**config.mk**
```make
export PLATFORM = sky130hd
export DESIGN_NAME = hazard_fwd_ctrl
export DESIGN_NICKNAME = d
export VERILOG_FILES = /design/src/rtl/hazard_fwd_ctrl_pkg.sv /design/src/rtl/hazard_fwd_ctrl_match.sv /design/src/rtl/hazard_fwd_ctrl.sv
export SDC_FILE = /design/constraint.sdc
export NUM_CORES = 1
export LEC_CHECK = 0
export CORE_MARGIN = 2
export CORE_UTILIZATION = 34
export CTS_CLUSTER_DIAMETER = 200
export CTS_CLUSTER_SIZE = 14
export DETAILED_ROUTE_END_ITERATION = 10
export GPL_ROUTABILITY_DRIVEN = 1
export HOLD_SLACK_MARGIN = 0.15
export MAX_ROUTING_LAYER = met4
export PLACE_DENSITY = 0.84
export SETUP_SLACK_MARGIN = 0.05
export SLEW_MARGIN = 20
export SYNTH_ARGS = -nofsm -noshare
export SYNTH_HDL_FRONTEND = slang
export SYNTH_HIERARCHICAL = 1
export SYNTH_SLANG_ARGS = --single-unit
```
**constraint.sdc**
```tcl
create_clock -name clk -period 3 [get_ports clk]
set_clock_uncertainty 0.1 [all_clocks]
set_input_delay 0.45 -clock clk [delete_from_list [all_inputs] [get_ports clk]]
set_output_delay 0.45 -clock clk [all_outputs]
set_load 0.01 [all_outputs]
```
**src/rtl/hazard_fwd_ctrl_pkg.sv**
```systemverilog
// Shared encodings for the hazard/forwarding controller: operand source
// selects and the stall FSM state type.
package hazard_pkg;

  localparam logic [1:0] SEL_RF  = 2'b00;
  localparam logic [1:0] SEL_MEM = 2'b01;
  localparam logic [1:0] SEL_WB  = 2'b10;

  typedef enum logic {
    IDLE  = 1'b0,
    STALL = 1'b1
  } hz_state_t;

endpackage

```
**src/rtl/hazard_fwd_ctrl_match.sv**
```systemverilog
// Per-operand comparator: chooses the EXE forward source for one operand and
// flags an ID-stage hazard for the matching ID operand.
module fwd_src_match
  import hazard_pkg::*;
#(
  parameter int ADDR_W = 4
) (
  input  logic              i_forward,
  input  logic [ADDR_W-1:0] i_exe_src,
  input  logic [ADDR_W-1:0] i_id_src,
  input  logic              i_id_vld,
  input  logic [ADDR_W-1:0] i_exe_dest,
  input  logic              i_exe_wb,
  input  logic              i_exe_mem_read,
  input  logic [ADDR_W-1:0] i_mem_dest,
  input  logic              i_mem_wb,
  input  logic [ADDR_W-1:0] i_wb_dest,
  input  logic              i_wb_wb,
  output logic [1:0]        o_sel,
  output logic              o_hz
);

  logic w_id_hit_exe;
  logic w_id_hit_mem;

  assign w_id_hit_exe = i_exe_wb && (i_id_src == i_exe_dest);
  assign w_id_hit_mem = i_mem_wb && (i_id_src == i_mem_dest);

  // With forwarding only a load in EXE is too late to bypass; WB is never a
  // hazard because the register file writes in the first half-cycle.
  assign o_hz = i_id_vld &&
                (i_forward ? (w_id_hit_exe && i_exe_mem_read)
                           : (w_id_hit_exe || w_id_hit_mem));

  always_comb begin
    o_sel = SEL_RF;
    if (i_forward) begin
      if (i_mem_wb && (i_exe_src == i_mem_dest)) begin
        o_sel = SEL_MEM;
      end else if (i_wb_wb && (i_exe_src == i_wb_dest)) begin
        o_sel = SEL_WB;
      end
    end
  end

endmodule

```
**src/rtl/hazard_fwd_ctrl.sv**
```systemverilog
// Hazard and forwarding controller for a 5-stage pipeline: operand forward
// selects, load-use / RAW stall detection, multi-cycle stall FSM, freeze, flush.
module hazard_fwd_ctrl
  import hazard_pkg::*;
#(
  parameter  int ADDR_W     = 4,
  parameter  int NUM_SRC    = 2,
  parameter  int LOAD_STALL = 1,
  localparam int CNT_W      = $clog2(LOAD_STALL + 1)
) (
  input  logic                      clk,
  input  logic                      rst_n,
  input  logic                      forward,
  input  logic                      mem_ready,
  input  logic                      flush,
  input  logic [NUM_SRC*ADDR_W-1:0] id_src,
  input  logic [NUM_SRC-1:0]        id_src_vld,
  input  logic [NUM_SRC*ADDR_W-1:0] exe_src,
  input  logic [ADDR_W-1:0]         exe_dest,
  input  logic                      exe_wb,
  input  logic                      exe_mem_read,
  input  logic [ADDR_W-1:0]         mem_dest,
  input  logic                      mem_wb,
  input  logic [ADDR_W-1:0]         wb_dest,
  input  logic                      wb_wb,
  output logic [2*NUM_SRC-1:0]      sel_src,
  output logic                      stall,
  output logic                      bubble,
  output logic                      freeze,
  output logic [CNT_W-1:0]          stall_cnt,
  output logic                      state_dbg
);

  localparam bit               MULTI_STALL = (LOAD_STALL > 1);
  localparam logic [CNT_W-1:0] CNT_LOAD    = CNT_W'(LOAD_STALL - 1);
  localparam logic [CNT_W-1:0] CNT_ONE     = CNT_W'(1);

  logic [2*NUM_SRC-1:0] w_sel;
  logic [NUM_SRC-1:0]   w_hz_op;
  logic                 w_hz;
  logic                 w_freeze;
  logic                 w_stall;
  logic                 w_bubble;
  hz_state_t            r_state;
  hz_state_t            w_state_nxt;
  logic [CNT_W-1:0]     r_cnt;
  logic [CNT_W-1:0]     w_cnt_nxt;

  for (genvar g = 0; g < NUM_SRC; g++) begin : g_op
    fwd_src_match #(
      .ADDR_W(ADDR_W)
    ) u_match (
      .i_forward      (forward),
      .i_exe_src      (exe_src[g*ADDR_W +: ADDR_W]),
      .i_id_src       (id_src[g*ADDR_W +: ADDR_W]),
      .i_id_vld       (id_src_vld[g]),
      .i_exe_dest     (exe_dest),
      .i_exe_wb       (exe_wb),
      .i_exe_mem_read (exe_mem_read),
      .i_mem_dest     (mem_dest),
      .i_mem_wb       (mem_wb),
      .i_wb_dest      (wb_dest),
      .i_wb_wb        (wb_wb),
      .o_sel          (w_sel[2*g +: 2]),
      .o_hz           (w_hz_op[g])
    );
  end

  assign w_hz     = |w_hz_op;
  assign w_freeze = ~mem_ready;

  // Freeze outranks flush, which outranks the FSM/hazard request.
  always_comb begin
    w_stall  = 1'b0;
    w_bubble = 1'b0;
    if (w_freeze) begin
      w_stall = 1'b1;
    end else if (flush) begin
      w_stall = 1'b0;
    end else if (r_state == STALL) begin
      w_stall  = 1'b1;
      w_bubble = 1'b1;
    end else begin
      w_stall  = w_hz;
      w_bubble = w_hz;
    end
  end

  // Flush clears the FSM even under back-pressure; otherwise nothing moves
  // while memory is not ready.
  always_comb begin
    w_state_nxt = r_state;
    w_cnt_nxt   = r_cnt;
    if (flush) begin
      w_state_nxt = IDLE;
      w_cnt_nxt   = '0;
    end else if (mem_ready) begin
      case (r_state)
        IDLE: begin
          if (w_hz && forward && MULTI_STALL) begin
            w_state_nxt = STALL;
            w_cnt_nxt   = CNT_LOAD;
          end
        end
        STALL: begin
          if (r_cnt == CNT_ONE) begin
            w_state_nxt = IDLE;
            w_cnt_nxt   = '0;
          end else begin
            w_cnt_nxt = r_cnt - CNT_ONE;
          end
        end
        default: begin
          w_state_nxt = IDLE;
          w_cnt_nxt   = '0;
        end
      endcase
    end
  end

  always_ff @(posedge clk or negedge rst_n) begin
    if (!rst_n) begin
      r_state <= IDLE;
      r_cnt   <= '0;
    end else begin
      r_state <= w_state_nxt;
      r_cnt   <= w_cnt_nxt;
    end
  end

  // All outputs, including the purely combinational ones, read 0 during reset.
  assign sel_src   = rst_n ? w_sel : '0;
  assign stall     = rst_n & w_stall;
  assign bubble    = rst_n & w_bubble;
  assign freeze    = rst_n & w_freeze;
  assign stall_cnt = rst_n ? r_cnt : '0;
  assign state_dbg = rst_n & (r_state == STALL);

endmodule

```
Yosys cells after proc, flatten, opt, wreduce, memory -nomap -nowiden
Cells that the tools add are included.
{ "word_totals": {"inputBits": 39, "word_cells": 56, "reg_bits": 2, "output_inout_bits": 9} }
{ "op_classes": {"n_eq_ne": 8, "mux": 22, "n_reduce_logical": 18, "addsub": 1, "bitwise": 5} }
{ "ops": {"columns": ["operator", "count"], "rows": [
  ["$eq A4 B4 Y1", 8],
  ["$mux W1", 15],
  ["$logic_and A1 B1 Y1", 12],
  ["$mux W2", 6],
  ["$and A1 B1 Y1", 4],
  ["$mux W4", 1],
  ["$reduce_bool A2 Y1", 2],
  ["$logic_or A1 B1 Y1", 2],
  ["$reduce_and A2 Y1", 1],
  ["$reduce_or A2 Y1", 1],
  ["$not A1 Y1", 1],
  ["$sub A1 B1 Y1 const B", 1]
]} }

Depth between registers and ports, before layout
Gate-level depths: netlist of run 1.
{ "depth": {"word_depth": 10, "depth_mapped": 6, "depth_no_buf": 6} }

By module
Netlist of run 1, hierarchy kept.
{ "modules_own_cells": {"columns": ["mod", "cells_per_inst", "instances", "area_each_um2", "seq_area_each_um2"], "rows": [
  ["fwd_src_match", 28, 2, 209.0, 0.0],
  ["hazard_fwd_ctrl", 20, 1, 163.9, 50.0]
]} }

Least setup slack after synthesis of run 1
OpenSTA, ideal clock, no wires.
{ "synth_path": {"path_type": "input-to-output", "start": "in exe_dest[0]", "end": "out bubble", "slack_ps": 782, "required_ps": 2450, "t_arrival_ps": 1668, "cell_stages": 6, "path_buffers": 0, "cell_sequence": "xnor2_1 o2111ai_1 or4_1 o31ai_1 nor3_1 nor3_1"} }
{ "synth_via": {"elab_chain_cells": 10, "elab_cells_between_ends": 17, "cone_classes": "eq/ne (2); mux (5); bitwise (1); reduce/logical (9)"} }
{ "synth_lines": {"columns": ["element", "line", "text"], "rows": [
  ["from (decl)", "hazard_fwd_ctrl.sv:19", "input logic [ADDR_W-1:0] exe_dest,"],
  ["$eq A4 B4 Y1 *", "hazard_fwd_ctrl_match.sv:26", "assign w_id_hit_exe = i_exe_wb && (i_id_src == i_exe_dest);"],
  ["$logic_and A1 B1 Y1 *", "hazard_fwd_ctrl_match.sv:26", null],
  ["$logic_or A1 B1 Y1 or $logic_and A1 B1 Y1 (tied branches)", "hazard_fwd_ctrl_match.sv:33, hazard_fwd_ctrl_match.sv:32", null],
  ["$mux W1 *", "hazard_fwd_ctrl_match.sv:32", "(i_forward ? (w_id_hit_exe && i_exe_mem_read)"],
  ["$logic_and A1 B1 Y1 *", "hazard_fwd_ctrl_match.sv:31", "assign o_hz = i_id_vld &&"],
  ["net w_hz_op[1]", "hazard_fwd_ctrl.sv:39", "logic [NUM_SRC-1:0] w_hz_op;"],
  ["$reduce_or A2 Y1 *", "hazard_fwd_ctrl.sv:69", "assign w_hz = |w_hz_op;"],
  ["$mux W1 *", "hazard_fwd_ctrl.sv:80", "end else if (r_state == STALL) begin"],
  ["$mux W1 *", "hazard_fwd_ctrl.sv:78", "end else if (flush) begin"],
  ["$mux W1 *", "hazard_fwd_ctrl.sv:76", "if (w_freeze) begin"],
  ["$and A1 B1 Y1 *", "hazard_fwd_ctrl.sv:134", "assign bubble = rst_n & w_bubble;"],
  ["to (decl)", "hazard_fwd_ctrl.sv:28", "output logic bubble,"]
]} }
The timed path passes the listed nets; every way through them passes the cells marked *.

Worst setup path in the final report of run 1
{ "layout_path": {"start": "in mem_dest[1]", "end": "out sel_src[3]"} }
{ "layout_via": {"elab_chain_cells": 5} }
{ "layout_lines": {"columns": ["element", "line", "text"], "rows": [
  ["from (decl)", "hazard_fwd_ctrl.sv:22", "input logic [ADDR_W-1:0] mem_dest,"],
  ["$eq A4 B4 Y1", "hazard_fwd_ctrl_match.sv:38", "if (i_mem_wb && (i_exe_src == i_mem_dest)) begin"],
  ["$logic_and A1 B1 Y1", "hazard_fwd_ctrl_match.sv:38", null],
  ["$mux W2", "hazard_fwd_ctrl_match.sv:38", null],
  ["$mux W2", "hazard_fwd_ctrl_match.sv:37", "if (i_forward) begin"],
  ["net w_sel[3]", "hazard_fwd_ctrl.sv:38", "logic [2*NUM_SRC-1:0] w_sel;"],
  ["$mux W4", "hazard_fwd_ctrl.sv:132", "assign sel_src = rst_n ? w_sel : '0;"],
  ["to (decl)", "hazard_fwd_ctrl.sv:26", "output logic [2*NUM_SRC-1:0] sel_src,"]
]} }
The timed path passes the listed nets, and every way through them passes these cells.

==> results of run 1 <==
[area by class of cell]
cell class              instances  area (sq um)  area share
multi-input cells              71           551       0.464
repair buffers                 56           532       0.448
flip-flops and latches          2          50.0      0.0422
clock buffers                   3          22.5      0.0190
well taps                      16          20.0      0.0169
inverters                       3          11.3     0.00949
[critical path, cell delays in order]
cell and delay, ns:
clkdlybuf4s50_1 0.54, buf_4 0.16, xor2_1 0.27, nor4_4 0.06, nor3_1 0.20, and2_1 0.15
clkdlybuf4s50_1 0.53
[sequential cells by signal, summed over array words and instances, names as in the netlist]
name	count
r_state	1
r_cnt	1
[power groups by stage]
| stage | Sequential (mW) | Combinational [mW] | Clock, mW |
|---|---|---|---|
| after detailed placement | 0.0275 | 0.134 | 0 |
| after CTS | 0.0272 | 0.136 | 0.0619 |
| after global placement | 0.0275 | 0.129 | 0 |
| final | 0.0272 | 0.139 | 0.0587 |
| after global routing | 0.0271 | 0.151 | 0.0659 |
| after floorplan | 0.0275 | 0.0450 | 0 |
[metrics by stage]
stage                     utilization  hold WS (ns)  TNS, ns  instance area [sq um]  power [mW]
after detailed placement        0.731         0.408   -0.498                   1140       0.161
after CTS                       0.752         0.380        0                   1170       0.225
after floorplan                     -        0.0544        0                    582      0.0725
after global routing            0.761         0.401  -0.0223                   1190       0.244
final                           0.761         0.388        0                   1190       0.225
after global placement          0.731         0.356   -0.334                   1140       0.157
[logic make-up (layout without fill, tap and decap cells)]
kind of cell | Yosys count | after routing | synth area share
XOR/XNOR | 32 | 32 | 0.482
flip-flops | 2 | 2 | 0.0860
AND/OR/NAND/NOR | 32 | 32 | 0.318
buffers and inverters | 3 | 62 | 0.0194
AO/OA/AOI/OAI | 7 | 7 | 0.0946
[worst max path at each step]
| stage | startpoint | end | slack (ns) | depth (start not counted) |
|---|---|---|---|---|
| after detailed placement | id_src[0] | stall | -0.24 | 8 |
| after floorplan | exe_dest[0] | bubble | 0.78 | 6 |
| final | mem_dest[1] | sel_src[3] | 0.1 | 7 |
| after global placement | id_src[0] | stall | -0.17 | 8 |
| after global routing | mem_dest[1] | sel_src[3] | -0.02 | 7 |
| after CTS | id_src[0] | bubble | 0.05 | 8 |
[per-layer routing]
layer  up-vias  global-route usage
met5         -                   -
met4         0              0.0529
met3         4             0.00400
met2        33               0.426
met1       339               0.234
li1        388                   -
[layout by cell type, fill, tap and decap left out]
cell type         n
dlymetal6s2s_1    2
nand3_1           8
a21bo_2           1
xnor2_1          20
and2b_2           1
xor2_1           12
dlygate4sd2_1     1
dfrtp_1           2
clkdlybuf4s50_1  42
clkbuf_2          2
a211oi_1          1
a21oi_1           1
or4_1             2
nor4_4            2
or4b_1            1
buf_4             9
o31ai_1           2
nand3b_1          1
o2111ai_1         2
and2_1            8
inv_1             3
clkbuf_4          3
and3_1            1
nand2_1           4
nor3_1            4
[timing repair]
item	4_1_cts	5_1_grt
pin swaps	2	2
resized for setup	6	7
hold endpoints to repair	0	0
endpoints found under the setup margin	5	5
==> flow_summary.ini, run 1 <==
[clock_tree]
root_buffer = clkbuf_4
htree_levels = 1
clock_sinks = 2
clk_latency_ns = 0.22
cts_tree = built
cts_made_buffers = 3
post_cts_buffers = 0
cts_hold_buf = 0
clk_pin_slew_ns = 0.03
clockBufferDepth = 2

[routing]
drtIter0Drc = 5
drt-pass1-iter-count = 4
highest_layer = met4
wire_per_inst_microns = 12.8
wl_met1_microns = 775
ant_nets = 0
viasPerCell = 5.06
vias = 764
met2_length_microns = 991
totalWireLength_microns = 1930
route.detailed.drc = 0
dr_wl_met3_microns = 142

[logic_synthesis]
synth_edf_count = 0
syn-instance-count = 76
synth_common_cells = xnor2_1 (20), xor2_1 (12), and2_1 (8), nand3_1 (8)
yosysMostFrequentCell = xnor2_1
async_flop_share = 1.00
synthDistinctLibCells = 19
synth_fp_nets = 115
synth_top_area_frac = 0.301
synth.area.top_cells = xnor2_1 (30%), xor2_1 (18%), and2_1 (8.6%)
synth_area_sq_um = 582
yosys_warnings = 6
synth-seq-area-share = 0.0860
yosysTopAreaCell = xnor2_1
avgSynthCellArea_sq_um = 7.66
synth-seq-cells = 2
synthFlopType = dfrtp_1

[cells_and_area]
instances_no_fill = 151
post_route_cells_drive_above_1_share = 0.133
syn_to_final_growth_pct = 104
antenna-diode-count = 0
layout.nets = 176
fill_cells = 131

[placement]
place_congestion = 0.749
pre_cts_slack_ns = -0.238
dp_hpwl_microns = 1750
dp_cells = 148
portBuffers = 47

[floorplanning]
die_h_microns = 45.4
fp.coreArea_sq_mm = 0.00156
io_pins = 48
die_w_microns = 45.4
row_count = 14
fp.dieArea_sq_mm = 0.00206
floorplan.initialDensity = 0.373

[worst_setup_path]
crit_type = in -> out
required_ns = 2.45
r2r_cells = 2
critPathMaxFanout = 3
regToRegSetupSlack_ns = 2.06
crit_path_end_kind = output pin
reg2reg_from = r_state$_DFFE_PN0P_
arrival_ns = 2.35
r2r_end = r_cnt$_DFFE_PN0P_
worst_setup_path_start_kind = input pin

[power]
pwr-share-clk = 0.261
seqPwrFrac = 0.121
power_density_mw_per_mm2 = 190
p_int_uw = 156
combPwrFrac = 0.618
peakVddDrop_v = 0.000126
p_leak_nw = 0.471
p_switching_uw = 69.1
swShare = 0.307

[global_route]
grt_max_degree = 12
overflow = 0
first_global_vias = 792
track_usage = 0.216
grt_pass1_wl_microns = 3190
antenna_found_initial = 0

[timing]
hold_viol = 0
finalCritPeriodShare = 0.968
rsz0062_at_grt = yes
period_minus_slack_ns = 2.90
fin_ws_ns = 0.0953
maxSlewViolCount = 0
max_freq_mhz = 344
max_slew_margin = 0.795
worstMarginPinSlew_ns = 0.306
setup_viol = 0

[flow_run]
drv_cap = 0

[status]
status = complete, no violations

[hold_path]
hold_path_class = in -> async
Power figures use the tool's default switching activity.
==> run 2, diff against run 1 <==
==> constraint.sdc (replaced) <==
create_clock -name clk -period 3.7 [get_ports clk]
set_clock_uncertainty 0.1 [all_clocks]
set_input_delay 0.555 -clock clk [delete_from_list [all_inputs] [get_ports clk]]
set_output_delay 0.555 -clock clk [all_outputs]
set_load 0.1 [all_outputs]
==> run 2 against run 1 <==
- count of clock-buffer cells in the layout is the same
- worst hold slack lost 0.0018 ns
- via count shrank 2.0%
- flip-flop and latch count is the same
- combinational power shrank 17%
- utilization shrank 3.8 points
==> flow_summary.ini, run 2 (synthesized netlist as in run 1, its figures left out) <==
[status]
status = complete, no violations

[power]
pwr-share-clk = 0.265
seqPwrFrac = 0.118
p_int_uw = 122
p_leak_nw = 0.427
peakVddDrop_v = 0.0000862
combPwrFrac = 0.617
swShare = 0.346
power_density_mw_per_mm2 = 166
total_power_uw = 187
p_switching_uw = 64.8

[placement]
placed_area_sq_mm = 0.00110
dp_hpwl_microns = 1670
dp_cells = 139
portBuffers = 47
pre_cts_slack_ns = 0.493
place_congestion = 0.786

[worst_setup_path]
crit_buf_inv = 2
required_ns = 3.04
path_delay_family = simple AND/OR/NAND/NOR gates
crit_path_end_kind = output pin
critPathMaxFanout = 2
cp_cell_sequence = clkdlybuf4s50_1, xnor2_1, o2111ai_1, or4_1, o31ai_1, nor3_1, nor3_2, buf_12
slowest_stage = or4_1
crit_path_max_incr_delay_ns = 0.54
crit_type = in -> out
worst_setup_path_start_kind = input pin
arrival_ns = 2.55

[routing]
drtIter0Drc = 8
vias = 749
wire_per_inst_microns = 13.1
viasPerCell = 5.27
totalWireLength_microns = 1860
ant_nets = 0
route.detailed.drc = 0
drt-pass1-iter-count = 4

[cells_and_area]
final_common_cell = clkdlybuf4s50_1
instances_no_fill = 142
post_route_cells_drive_above_1_share = 0.119
fill_cells = 139
layout_common_cells = clkdlybuf4s50_1 (38), xnor2_1 (20), xor2_1 (12)
fin_area_sq_mm = 0.00113
syn_to_final_growth_pct = 93.8
layout.nets = 167
antenna-diode-count = 0
reg_top3 = r_cnt (1), r_state (1)

[global_route]
grt_pass1_wl_microns = 3100
first_global_vias = 743
antenna_found_initial = 0
track_usage = 0.211
overflow = 0
grt_max_degree = 12

[timing]
fin_setup_tns_ns = 0
maxSlewViolCount = 0
finalCritPeriodShare = 0.866
rsz0062_at_grt = no
fin_ws_ns = 0.497
worstMarginPinSlew_ns = 0.401
max_freq_mhz = 312
hold_viol = 0
setup_viol = 0
period_minus_slack_ns = 3.20
max_slew_margin = 0.730

[clock_tree]
cts_made_buffers = 3
post_cts_buffers = 0
htree_levels = 1
clk_latency_ns = 0.23
clock_sinks = 2
cts_hold_buf = 0
clockBufferDepth = 2
root_buffer = clkbuf_4
post_cts_resized = 0
cts_tree = built
clk_pin_slew_ns = 0.03

[flow_run]
drv_cap = 0

[floorplanning]
die_w_microns = 45.4
die_h_microns = 45.4
row_count = 14
fp.coreArea_sq_mm = 0.00156
floorplan.initialDensity = 0.373
io_pins = 48
fp.dieArea_sq_mm = 0.00206

[hold_path]
hold_path_class = reg -> reg
## run 2: cell count changes in the layout (fill, tap and decap cells not counted), moves of 2 or more
cell / delta
nor4_1: +2
dlymetal6s2s_1: -2
clkbuf_2: -2
nor4_4: -2
buf_4: -4
buf_12: +4
clkdlybuf4s50_1: -4
## run 2: metrics by stage
stage | utilization | hold WS, ns
after floorplan | - | 0.159
after global placement | 0.709 | 0.360
after detailed placement | 0.709 | 0.387
after CTS | 0.723 | 0.387
after global routing | 0.723 | 0.407
final | 0.723 | 0.386
## run 2: area by class of cell
cell class                      instances  area (sq um)  area share
Inverter                                3          11.3     0.00999
Tap cell                               16          20.0      0.0178
Clock buffer                            3          22.5      0.0200
Timing Repair Buffer                   47           498       0.442
Multi-Input combinational cell         71           526       0.466
Sequential cell                         2          50.0      0.0444
## run 2: power groups by stage
stage | Sequential, mW | Combinational [mW] | Clock (mW)
after detailed placement | 0.0223 | 0.115 | 0
after CTS | 0.0220 | 0.116 | 0.0509
after global routing | 0.0220 | 0.124 | 0.0527
after global placement | 0.0223 | 0.112 | 0
final | 0.0220 | 0.115 | 0.0496
after floorplan | 0.0223 | 0.0485 | 0
## run 2: path summary, 6_finish.rpt
check                                         start             endpoint  slack, ns  depth (start not counted)
worst max-delay path                      id_src[0]               bubble       0.50                          8
worst min-delay path              r_cnt$_DFFE_PN0P_  r_state$_DFFE_PN0P_       0.39                          1
worst min register to register    r_cnt$_DFFE_PN0P_  r_state$_DFFE_PN0P_       0.39                          1
max in group asynchronous                     rst_n    r_cnt$_DFFE_PN0P_       2.80                          1
worst max register to register  r_state$_DFFE_PN0P_    r_cnt$_DFFE_PN0P_       2.79                          2
min in group asynchronous                     rst_n  r_state$_DFFE_PN0P_       0.48                          1
## run 2: routing by layer
layer	vias up	routed length, microns	track usage
met5	-	0	-
met4	0	35	0.0706
met3	4	115	0.0240
met2	43	970	0.389
met1	339	741	0.230
li1	363	-	-
==> run 3, diff against run 2 <==
SLEW_MARGIN = 10   (was 20)
TNS_END_PERCENT = 50   (was not set)
==> results of run 3 <==
Same layout as run 2: the final DEF is identical, and so are final timing and power.
